===== config.mk =====
export PLATFORM = sky130hd
export DESIGN_NAME = lc4_muldiv_unit
export DESIGN_NICKNAME = d
export VERILOG_FILES = /design/src/rtl/lc4_muldiv_pkg.sv /design/src/rtl/lc4_div_step.sv /design/src/rtl/lc4_muldiv_unit.sv
export SDC_FILE = /design/constraint.sdc
export NUM_CORES = 1
export LEC_CHECK = 0
export ABC_AREA = 1
export BUFFER_PORTS_ARGS = -buffer_cell sky130_fd_sc_hd__buf_2
export CORE_MARGIN = 2
export CORE_UTILIZATION = 25
export CTS_CLUSTER_SIZE = 25
export DETAILED_ROUTE_END_ITERATION = 6
export GPL_ROUTABILITY_DRIVEN = 0
export HOLD_SLACK_MARGIN = 0.12
export PLACE_DENSITY = 0.49
export REMOVE_ABC_BUFFERS = 1
export SKIP_LAST_GASP = 1
export SLEW_MARGIN = 20
export SYNTH_ARGS = -nofsm -noshare
export SYNTH_HDL_FRONTEND = slang
export SYNTH_SLANG_ARGS = --single-unit

===== constraint.sdc =====
create_clock -name clk -period 2.6 [get_ports clk]
set_clock_uncertainty 0.1 [all_clocks]
set_input_delay 0.13 -clock clk [delete_from_list [all_inputs] [get_ports clk]]
set_output_delay 0.13 -clock clk [all_outputs]
set_load 0.05 [all_outputs]

===== src/rtl/lc4_muldiv_pkg.sv =====
// lc4_muldiv_pkg
//   Shared definitions for the iterative LC4 multiply/divide unit:
//   operation encodings, FSM state type and iteration-counter sizing.
package lc4_muldiv_pkg;

  localparam logic [1:0] OP_MUL = 2'b00;
  localparam logic [1:0] OP_DIV = 2'b01;
  localparam logic [1:0] OP_MOD = 2'b10;

  typedef enum logic [1:0] {
    S_IDLE = 2'b00,
    S_MUL  = 2'b01,
    S_DIV  = 2'b10,
    S_DONE = 2'b11
  } state_t;

  // Counter must hold 0..width-1.
  function automatic int unsigned cnt_width(input int unsigned width);
    return (width < 2) ? 1 : $clog2(width);
  endfunction

endpackage


===== src/rtl/lc4_div_step.sv =====
// lc4_div_step
//   One combinational restoring-division step.
//   Ports:
//     rem_in   [WIDTH-1:0]  current partial remainder (always < divisor)
//     dvd_bit               next dividend bit, shifted in at the LSB
//     divisor  [WIDTH-1:0]  divisor
//     rem_out  [WIDTH-1:0]  next partial remainder
//     q_bit                 quotient bit produced by this step
module lc4_div_step #(
  parameter int unsigned WIDTH = 16
) (
  input  logic [WIDTH-1:0] rem_in,
  input  logic             dvd_bit,
  input  logic [WIDTH-1:0] divisor,
  output logic [WIDTH-1:0] rem_out,
  output logic             q_bit
);

  logic [WIDTH:0]   partial;
  logic [WIDTH-1:0] diff;

  assign partial = {rem_in, dvd_bit};
  assign q_bit   = (partial >= {1'b0, divisor});
  // The true difference is below the divisor, so the low WIDTH bits are exact.
  assign diff    = partial[WIDTH-1:0] - divisor;
  assign rem_out = q_bit ? diff : partial[WIDTH-1:0];

endmodule


===== src/rtl/lc4_muldiv_unit.sv =====
// lc4_muldiv_unit
//   Iterative unsigned multiply / divide / modulo for the LC4 execute stage.
//   WIDTH-cycle shift-add multiply and restoring division, valid/ready
//   handshakes, tag pass-through, flush, and global write enable.
//   Ports:
//     clk, rst_n (sync, active-low), gwe (global write enable)
//     i_valid/o_ready : request handshake (o_ready only in IDLE)
//     i_op            : 00 MUL, 01 DIV, 10 MOD, 11 reserved (result 0)
//     i_a, i_b        : operands; i_tag returned with the result
//     i_flush         : squash any operation in flight
//     o_valid/i_ready : result handshake; o_result, o_tag
//     o_busy          : unit not IDLE
module lc4_muldiv_unit
  import lc4_muldiv_pkg::*;
#(
  parameter int unsigned WIDTH = 16,
  parameter int unsigned TAG_W = 3
) (
  input  logic             clk,
  input  logic             rst_n,
  input  logic             gwe,
  input  logic             i_valid,
  output logic             o_ready,
  input  logic [1:0]       i_op,
  input  logic [WIDTH-1:0] i_a,
  input  logic [WIDTH-1:0] i_b,
  input  logic [TAG_W-1:0] i_tag,
  input  logic             i_flush,
  output logic             o_valid,
  input  logic             i_ready,
  output logic [WIDTH-1:0] o_result,
  output logic [TAG_W-1:0] o_tag,
  output logic             o_busy
);

  localparam int unsigned      CNT_W = cnt_width(WIDTH);
  localparam logic [CNT_W-1:0] LAST  = CNT_W'(WIDTH - 1);

  state_t             state;
  logic [CNT_W-1:0]   cnt;
  logic [2*WIDTH-1:0] sr_q;    // MUL: {acc, multiplier}; DIV: {remainder, dividend/quotient}
  logic [WIDTH-1:0]   opnd_q;  // multiplicand (MUL) or divisor (DIV/MOD)
  logic [1:0]         op_q;
  logic [WIDTH-1:0]   res_q;
  logic [TAG_W-1:0]   tag_q;

  // Multiply step: conditionally add multiplicand into the upper half,
  // then shift right with the carry entering at the top.
  logic [WIDTH:0]     mul_sum;
  logic [2*WIDTH-1:0] sr_mul;

  assign mul_sum = {1'b0, sr_q[2*WIDTH-1:WIDTH]} + (sr_q[0] ? {1'b0, opnd_q} : '0);
  assign sr_mul  = {mul_sum, sr_q[WIDTH-1:1]};

  // Divide step: dividend MSB shifts into the remainder, quotient bit
  // shifts in at the bottom of the same register.
  logic [WIDTH-1:0]   rem_nxt;
  logic               q_bit;
  logic [2*WIDTH-1:0] sr_div;

  lc4_div_step #(.WIDTH(WIDTH)) u_div_step (
    .rem_in  (sr_q[2*WIDTH-1:WIDTH]),
    .dvd_bit (sr_q[WIDTH-1]),
    .divisor (opnd_q),
    .rem_out (rem_nxt),
    .q_bit   (q_bit)
  );

  assign sr_div = {rem_nxt, sr_q[WIDTH-2:0], q_bit};

  always_ff @(posedge clk) begin
    if (!rst_n) begin
      state  <= S_IDLE;
      cnt    <= '0;
      sr_q   <= '0;
      opnd_q <= '0;
      op_q   <= OP_MUL;
      res_q  <= '0;
      tag_q  <= '0;
    end else if (gwe) begin
      if (i_flush) begin
        state <= S_IDLE;
      end else begin
        case (state)
          S_IDLE: begin
            if (i_valid) begin
              op_q  <= i_op;
              tag_q <= i_tag;
              cnt   <= '0;
              if (i_op == OP_MUL) begin
                sr_q   <= {{WIDTH{1'b0}}, i_b};
                opnd_q <= i_a;
                state  <= S_MUL;
              end else if ((i_op == OP_DIV || i_op == OP_MOD) && i_b != '0) begin
                sr_q   <= {{WIDTH{1'b0}}, i_a};
                opnd_q <= i_b;
                state  <= S_DIV;
              end else begin
                // Divide by zero and reserved op complete immediately with 0.
                res_q <= '0;
                state <= S_DONE;
              end
            end
          end
          S_MUL: begin
            sr_q <= sr_mul;
            cnt  <= cnt + 1'b1;
            if (cnt == LAST) begin
              res_q <= sr_mul[WIDTH-1:0];
              state <= S_DONE;
            end
          end
          S_DIV: begin
            sr_q <= sr_div;
            cnt  <= cnt + 1'b1;
            if (cnt == LAST) begin
              res_q <= (op_q == OP_MOD) ? sr_div[2*WIDTH-1:WIDTH] : sr_div[WIDTH-1:0];
              state <= S_DONE;
            end
          end
          S_DONE: begin
            if (i_ready) state <= S_IDLE;
          end
          default: state <= S_IDLE;
        endcase
      end
    end
  end

  assign o_ready  = (state == S_IDLE);
  assign o_busy   = (state != S_IDLE);
  assign o_valid  = (state == S_DONE);
  assign o_result = res_q;
  assign o_tag    = tag_q;

endmodule


* Word level (Yosys, flattened, before mapping)
Cells that the tools add are included.
** Cells by class
- $add $sub $neg :: 3
- Magnitude comparators :: 1
- Equality and inequality tests :: 16
- Muxes and demuxes :: 24
- Bitwise operators :: 1
- Reductions and logical operators :: 16
** Operators with widths (number)
- 2-to-1 mux 16 bit :: 10
- 2-to-1 mux 32 bit :: 3
- case mux 32 bit (3 select lines) :: 1
- case mux 16 bit (3 select lines) :: 1
- adder 16 x 16 -> 17 bit :: 1
- greater-or-equal comparator 17 x 16 -> 1 bit :: 1
- nonzero test 16 bit :: 1
- subtractor 16 bit :: 1
- AND reduction 4 bit :: 3
- 2-to-1 mux 2 bit :: 5
- inequality test 2 bit (second input constant) :: 5
- AND reduction 5 bit :: 2
- equality test 2 bit (second input constant) :: 4
- case mux 4 bit (2 select lines) :: 1
- AND reduction 8 bit :: 1
- inequality test 3 x 1 -> 1 bit (second input constant) :: 2
- inequality test 3 x 2 -> 1 bit (second input constant) :: 2
- case mux 2 bit (3 select lines) :: 1
- nonzero test 2 bit :: 3
- adder 4 x 1 -> 4 bit (second input constant) :: 1
- equality test 2 x 1 -> 1 bit (second input constant) :: 2
- equality test 4 bit (second input constant) :: 1
- zero test 2 bit :: 2
- 2-to-1 mux 4 bit :: 1
- other kinds (6) :: 6
** Word-level totals
- Flip-flop bits (word level) :: 75
- Input port bits :: 43
- Output and inout bits :: 22
- Word-level logic and storage cells :: 68

* Logic depth before layout (Yosys ltp)
Gate-level depths: netlist of run 1.
- Depth after elaboration :: 8
- Depth in mapped cells :: 19
- Depth with buffers taken out :: 17

* By module
Synthesis of run 1 repeated with hierarchy kept, for this count alone.
** Unflattened totals
- Cell total of the unflattened synthesis :: 1152
- Area, all modules :: 6667.6 um^2
** By module, submodules not included
- lc4_muldiv_unit :: times used 1, cells each 880, area an instance 5225.0 um^2
- lc4_div_step :: times used 1, cells each 272, area an instance 1442.6 um^2

* Least setup slack after synthesis of run 1
OpenSTA, ideal clock, no wires.
- Path kind :: flip-flop to flip-flop
- Start point :: register state[0]
- End point :: register opnd_q[1]
- Arrival :: 2.261 ns
- Required time :: 2.372 ns
- Slack :: 0.111 ns
- Cell stages (with the launch flop) :: 11
- Buffers on the path :: 1
- Clock period less this slack :: 2.489 ns
- Path through :: dfxtp_1 inv_1 ha_1 inv_2 nor3_4 inv_1 a21oi_1 inv_1 clkbuf_1 o21ai_0 a21oi_1
** Between the ends
- Longest elaborated chain between the ends :: 2
** RTL lines
- start, declared :: RTL line lc4_muldiv_unit.sv:39 : state_t state;
- start signal, assigned :: RTL line lc4_muldiv_unit.sv:73 : state <= S_IDLE;
- start signal, assigned :: RTL line lc4_muldiv_unit.sv:82 : state <= S_IDLE;
- start signal, assigned :: RTL line lc4_muldiv_unit.sv:93 : state <= S_MUL;
- zero test 2 bit
- via o_ready :: RTL line lc4_muldiv_unit.sv:23 : output logic o_ready,
- AND reduction 5 bit (no line)
- end signal, assigned :: RTL line lc4_muldiv_unit.sv:92 : opnd_q <= i_a;
- end signal, assigned :: RTL line lc4_muldiv_unit.sv:96 : opnd_q <= i_b;
- end, declared :: RTL line lc4_muldiv_unit.sv:42 : logic [WIDTH-1:0] opnd_q;
The timed path passes the listed nets, and every way through them passes these cells.
A chain may end at the register's enable or synchronous reset.

* Worst setup path in the final report of run 1
- Start point :: register opnd_q[11]
- End point :: register res_q[0], in the netlist o_result[0]
** Between the ends
- Longest elaborated chain between the ends :: 5
** RTL lines
- greater-or-equal comparator 17 x 16 -> 1 bit * :: RTL line lc4_div_step.sv:23 : assign q_bit = (partial >= {1'b0, divisor});
- 2-to-1 mux 16 bit :: RTL line lc4_div_step.sv:26 : assign rem_out = q_bit ? diff : partial[WIDTH-1:0];
- 2-to-1 mux 16 bit * :: RTL line lc4_muldiv_unit.sv:117 : res_q <= (op_q == OP_MOD) ? sr_div[2*WIDTH-1:WIDTH] : sr_div[WIDTH-1:0];
- 2-to-1 mux 16 bit * :: RTL line lc4_muldiv_unit.sv:116 : if (cnt == LAST) begin
- case mux 16 bit (3 select lines) * :: RTL line lc4_muldiv_unit.sv:84 : case (state)
- end signal, assigned :: RTL line lc4_muldiv_unit.sv:109 : res_q <= sr_mul[WIDTH-1:0];
- end signal, assigned :: RTL line lc4_muldiv_unit.sv:117
- end, declared :: RTL line lc4_muldiv_unit.sv:44 : logic [WIDTH-1:0] res_q;
Every way passes the cells marked *; elsewhere a longest branch is shown, timed or not. The select of a mux whose other input is x is not followed.

==> results.md, run 1 <==
- Clock sinks: 75
- Boundary pin count: 65
- Main synth FF type: dfxtp_1
- Routed WL per cell: about 15 µm
- Seq pwr share: about a third
- Clock Tree Buf Depth: 2
- Diode count: 0
- Netlist cell types: 45
- Worst skew pair latency: 0.35 ns
- Switching share of power: between 30% and 40%
- Starting Density: 25.40%
- Max-cap violations: 0
- Full die area: ~26000 µm²
- TritonCTS clock tree: yes
- DRT iter0 DRCs: 426
- Synth Area in XOR/XNOR: roughly 1.4%
- PortBufs: 64
- Leak: ~3.7 nW
- Critical Path End Type: flop
- Largest family of logic cells by synthesized area: simple AND/OR/NAND/NOR gates
- FMAX: 0.4058 GHz
- Pin count of the biggest net entering global routing: 43
- Least-Margin Pin Slew: approximately 0.65 ns
- Num rows: 57
- Dpl cells: approximately 1400
- Warnings, synthesis: 0
- # setup viols final: 0
- CTS root buf: clkbuf_16
- Vias in the first global route: 6308
- Total grt overflow: 0
- Die width: 161.0 µm
- Power Dens Cells: 458.3 nW/µm²
- Post-route cell area: 7581 µm²
- P_int: roughly 2.2 mW
- Slew headroom: roughly 56%
- Post-synthesis compound-gate area fraction: a little over a fifth
- Crit share post-route: approximately 95%
- Status: finished, final reports clean
- Post-synth EDFFs: 0
- First-pass GRT wire length: between 30000 and 40000 µm
- Post-Syn Area: 6160 µm²
- Vias/cell: around 4.6
- Combinational fraction of design power: between 30% and 40%
- Synth top cells by count: 359 x nand2_1, 135 x inv_1, 120 x a21oi_1
- Most used cell, CP: nand2_1
- Initial antenna violation count: 0
- Buf/Inv on CP: 2
- Worst slack at placement: between 0.04 and 0.05 ns
- Setup TNS: 0 ns
- Dominant cells by area after synthesis: dfxtp_1 24%, nand2_1 22%, a21oi_1 9.8%, inv_1 8.2%, ha_1 7.9%
- Via Count: around 6800
- Clk pwr share: 33.8%
- Post-Syn Instances: 1033
- Die Height: ~160 µm
- Simple-gate share of the synthesized area: a little under a third
- DRC: 0
- Ys async rst share: 0%
- Endpoints failing hold: 0
- Number of synthesized register bits: between 70 and 80
- CP Launch Type: flop
- Area growth syn-to-layout: 23.08%
- HPWL after DPL: around 16000 µm
- Syn avg cell area: between 5 and 6 µm²
- Post-synthesis mux area share: 0%
- Routed Antenna Nets: 0
- Post-Synth Adder-Cell Area: 8.572%
- Final worst slack: 0.1359 ns
- Core Area: between 20000 and 25000 µm²
- CP max FO: 13
- Overall Global Routing Usage: between 15 and 20%
- NetSw: 1.273 mW
- Placed Area: 7034 µm²
- Data arrival, critical path: 2.58 ns
- CP Cell Sequence: inv_1 > ha_1 > nand2_2 > inv_2 > nand2_1 > nand2_1 > nand2_1 > nand2_1 > nor2_4 > nand2_8 > o21ai_1 > nand2_1 > nand2_1 > nand2_1 > nand2_1 > a21oi_1
- Final net count: 1213
- Total Wirelength: approximately 21000 µm
- Shortest period the worst path allows: 2.464 ns
- Fin cells: approximately 1500
- H-tree Lvls: 3
- Cell taking the most area after synthesis: dfxtp_1
- Top-count cell post-synth: nand2_1
- Type of the worst setup path: reg -> reg
- Top delay family on crit path: simple AND/OR/NAND/NOR gates
- CP max stage cell: ha_1
- Critical Path RT: about 2.7 ns
- Peak supply drop: roughly 260 µV
- Clock transition at path regs: around 0.060 ns
- Fraction of layout cells with a size suffix above 1: about 14%
- Final max-slew violation count: 0
- Total power: approximately 3.5 mW
- Total CTS buffers: 9
- Share of Yosys cell area claimed by the top area cell type: 24.38%
- First-pass DRT Iterations: 5
- Min-Delay Path Class: in -> reg
- RSZ-0062 raised after global routing: yes
- Register area share after synthesis: about a quarter
- Crit path largest cell delay: roughly 0.36 ns
==> worst paths after layout <==
| path | slack (ns) | cells after the start | to | start |
|---|---|---|---|---|
| worst max register to register | 0.14 | 16 | o_result[0]$_SDFFE_PN0P_ | opnd_q[11]$_SDFFE_PN0P_ |
| worst min register to register | 0.36 | 2 | o_result[14]$_SDFFE_PN0P_ | o_result[14]$_SDFFE_PN0P_ |
| worst min-delay path | 0.13 | 5 | opnd_q[1]$_SDFFE_PN0P_ | i_a[1] |
| worst max-delay path | 0.14 | 16 | o_result[0]$_SDFFE_PN0P_ | opnd_q[11]$_SDFFE_PN0P_ |
==> layout by cell type, fill, tap and decap left out, types with 5 or more instances in the layout <==
cell type,Yosys,final
buf_4,0,41
xor2_1,6,6
nor3_1,7,7
o211ai_1,15,15
nand2_1,359,359
a21oi_1,120,119
inv_1,135,135
dfxtp_1,75,73
ha_1,39,38
o21ai_1,23,24
nor2_2,5,5
dlygate4sd3_1,0,15
o21ai_0,84,83
nor2_1,33,32
nand3_1,30,29
clkbuf_16,0,9
nand3_2,6,7
inv_2,7,6
buf_2,5,64
==> per-layer routing <==
metal / track usage [%] / routed length (µm) / vias to the layer above
li1: - / - / 3530
met1: 22.76 / 10510 / 3059
met2: 26.00 / 9381 / 143
met3: 2.169 / 844 / 28
met4: 5.601 / 520 / 0
met5: 0 / 0 / -
==> cell type report <==
cell class                      count  area [µm²]
Clock buffer                       11       232.7
Sequential cell                    75        1504
Clock inverter                      5       30.03
Tap cell                          324       405.4
Multi-Input combinational cell    773        3993
Inverter                          145       546.8
Timing Repair Buffer              125       869.6
Fill cell                        2776       16670
==> flip-flops by register name, indices dropped and copies added, names as in the netlist <==
name and count:
o_tag 3, state 2, op_q 2, cnt 4, sr_q 32, o_result 16, opnd_q 16
==> metrics by stage <==
stage | utilization (%) | hold slack (ns)
2_1_floorplan | - | 0.1527
3_5_place_dp | 29.01 | 0.2636
3_3_place_gp | 29.01 | 0.2511
6_report | 31.26 | 0.1321
4_1_cts | 30.71 | 0.1312
5_1_grt | 31.26 | 0.1852
==> worst register-to-register path: cells and delay by family (launching register included) <==
kind | cells | cell delay, ns
compound gates | 2 | 0.36
fa+ha+maj | 1 | 0.36
buf+inv | 2 | 0.09
flops | 1 | 0.32
simple gates | 11 | 1.11
==> timing repair <==
action | in CTS | in global routing
hold endpoints to repair | 11 | 0
gates resized for setup | 0 | 15
setup endpoints to repair | 0 | 30
buffers inserted | 0 | 5
hold buffers | 15 | 0
==> cells by family after synthesis <==
group                      Yosys count
AOI/OAI and AO/OA                  255
xor gates and xnor gates            10
adders and majority gates           41
buffers and inverters              186
DFF                                 75
and+or+nand+nor                    466
==> power groups by stage <==
stage	clock network [mW]	logic [mW]	registers (mW)
global placement	0	0.982	1.23
floorplan	0	0.609	1.24
finish	1.17	1.09	1.21
detailed placement	0	0.982	1.23
CTS	1.19	1.01	1.21
global route	1.23	1.22	1.21
(Power assumes the default switching activity.)
==> run 2: changes to the inputs <==
- CELL_PAD_IN_SITES_DETAIL_PLACEMENT: unset -> 1
- CELL_PAD_IN_SITES_GLOBAL_PLACEMENT: unset -> 1
- CTS_CLUSTER_SIZE: 25 -> unset
- PLACE_DENSITY: 0.49 -> 0.61
- SKIP_CTS_REPAIR_TIMING: unset -> 1
==> results.md, run 2 (synthesis results as in run 1) <==
- Crit path largest cell delay: approximately 0.42 ns
- Total CTS buffers: 9
- Met2 routed WL: between 10000 and 15000 µm
- Initial antenna violation count: 0
- Final max-slew violation count: 0
- Peak supply drop: roughly 280 µV
- Die Height: roughly 160 µm
- Slew headroom: between 40% and 50%
- Clock transition at path regs: roughly 0.06 ns
- Commonest non-fill, non-tap cell in the layout: nand2_1
- Crit share post-route: 94.60%
- First-pass GRT wire length: 37650 µm
- Full die area: approximately 26000 µm²
- CP Launch Type: flop
- FMAX: 0.4066 GHz
- Final net count: roughly 1200
- Min-Delay Path Class: in -> reg
- Biggest register: sr_q
- DRC: 0
- Status: finished, final reports clean
- Max reg flops: 32
- Most used cell, CP: nand2_1
- TritonCTS clock tree: yes
- Worst slack at placement: about 0.017 ns
- Buf/Inv on CP: 2
- Endpoints failing hold: 0
- Routed Antenna Nets: 0
- Clock Tree Buf Depth: 2
- Pin count of the biggest net entering global routing: 43
- DRT iter0 DRCs: 299
- Least-Margin Pin Slew: roughly 0.77 ns
- Total Wirelength: approximately 24000 µm
- Vias/cell: between 4 and 5
- Worst skew pair latency: between 0.3 and 0.4 ns
- Boundary pin count: 65
- Type of the worst setup path: reg -> reg
- Commonest cells after routing, fill and taps aside: 357 x nand2_1, 134 x inv_1, 118 x a21oi_1, 83 x o21ai_0, 74 x dfxtp_1
- Num rows: between 50 and 60
- Top delay family on crit path: simple AND/OR/NAND/NOR gates
- CP max stage cell: fa_1
- H-tree Lvls: 3
- Fraction of layout cells with a size suffix above 1: 16.39%
- PortBufs: 64
- Via Count: between 6000 and 7000
- Highest routed metal layer: met4
- HPWL after DPL: approximately 18000 µm
- Fill count: about 3200
- # setup viols final: 0
- Final worst slack: approximately 0.14 ns
- Diode count: 0
- Leak: 3.736 nW
- CP Cell Sequence: buf_4 > nand2_1 > inv_1 > ha_1 > fa_1 > nand3_1 > nand2_2 > nand3_1 > nand2_1 > a21oi_2 > or2_2 > nand3_1 > nand2_1 > nand2_1 > a21oi_1
- Area growth syn-to-layout: 24.68%
- Power Dens Cells: 492.8 nW/µm²
- Vias in the first global route: about 7000
- Data arrival, critical path: 2.64 ns
- RSZ-0062 raised after global routing: yes
- Starting Density: ~25%
- Placed Area: a little over 7000 µm²
- Clock sinks: 75
- Routed WL per cell: 16.15 µm
- Core Area: ~24000 µm²
- Die width: between 150 and 200 µm
- Shortest period the worst path allows: roughly 2.5 ns
- CP max FO: 5
- Post-route cell area: between 7000 and 8000 µm²
- DRT met1 WL: approximately 12000 µm
- Overall Global Routing Usage: between 10% and 20%
- Max-cap violations: 0
- Dpl cells: around 1400
- First-pass DRT Iterations: 4
- Total grt overflow: 0
- CTS root buf: clkbuf_16
- Fin cells: approximately 1500
- Critical Path RT: ~2.8 ns
- Critical Path End Type: flop
- Met3 WL post-DR: 545 µm
==> run 2: cell count changes in the layout (fill, tap and decap cells not counted), moves of 3 or more <==
cell / delta
buf_4: +10
clkinv_2: -3
dlygate4sd3_1: -8
ha_1: -4
o21ai_1: -5
o21ai_2: +5
==> run 2: power by group <==
| group | switching, mW | total, mW | leakage [nW] | internal [mW] |
|---|---|---|---|---|
| sequential | 0.0227 | 1.21 | 0.609 | 1.18 |
| combinational | 0.756 | 1.15 | 2.97 | 0.396 |
| clock | 0.552 | 1.43 | 0.156 | 0.873 |
| total | 1.33 | 3.78 | 3.74 | 2.45 |
==> run 2: cell type report <==
type	instances	area, µm²	area share, %
multi-input combinational	773	4041	52.62
sequential	75	1505	19.60
clock buffer	11	242.7	3.161
inverter	145	546.8	7.120
timing repair buffer	126	853.3	11.11
tap	324	405.4	5.279
clock inverter	5	85.08	1.108
==> run 2: final timing paths <==
check                           startpoint                       end  slack, ns  cells after the start
setup reg to reg    opnd_q[0]$_SDFFE_PN0P_     sr_q[25]$_SDFFE_PN0P_       0.14                     15
setup / recovery    opnd_q[0]$_SDFFE_PN0P_     sr_q[25]$_SDFFE_PN0P_       0.14                     15
hold reg to reg   o_result[9]$_SDFFE_PN0P_  o_result[9]$_SDFFE_PN0P_       0.36                      2
hold / removal                         gwe     state[1]$_SDFFE_PN0P_       0.09                      4
==> run 2: through the flow <==
| step | hold slack [ns] | TNS, ns | utilization (%) | power, mW |
|---|---|---|---|---|
| 5_1_grt | 0.1206 | -0.02471 | 31.67 | 3.984 |
| 3_3_place_gp | 0.2573 | 0 | 29.46 | 2.271 |
| 4_1_cts | -0.1064 | -0.002031 | 30.82 | 3.715 |
| 3_5_place_dp | 0.2605 | 0 | 29.46 | 2.279 |
| 2_1_floorplan | 0.1527 | -9.664 | - | 1.847 |
| 6_report | 0.08896 | 0 | 31.67 | 3.785 |
==> run 2: worst register-to-register path, delay by kind of cell (launching register included) <==
family	cells	cell delay [ns]
buf+inv	2	0.19
compound gates	2	0.29
fa+ha+maj	2	0.63
simple gates	9	0.84
flops	1	0.34
==> run 2: metal layers <==
layer  vias to the layer above  track usage (%)
li1                       3519                -
met1                      3306            25.14
met2                        81            30.78
met3                        23            1.524
met4                         0            5.519
met5                         -                0
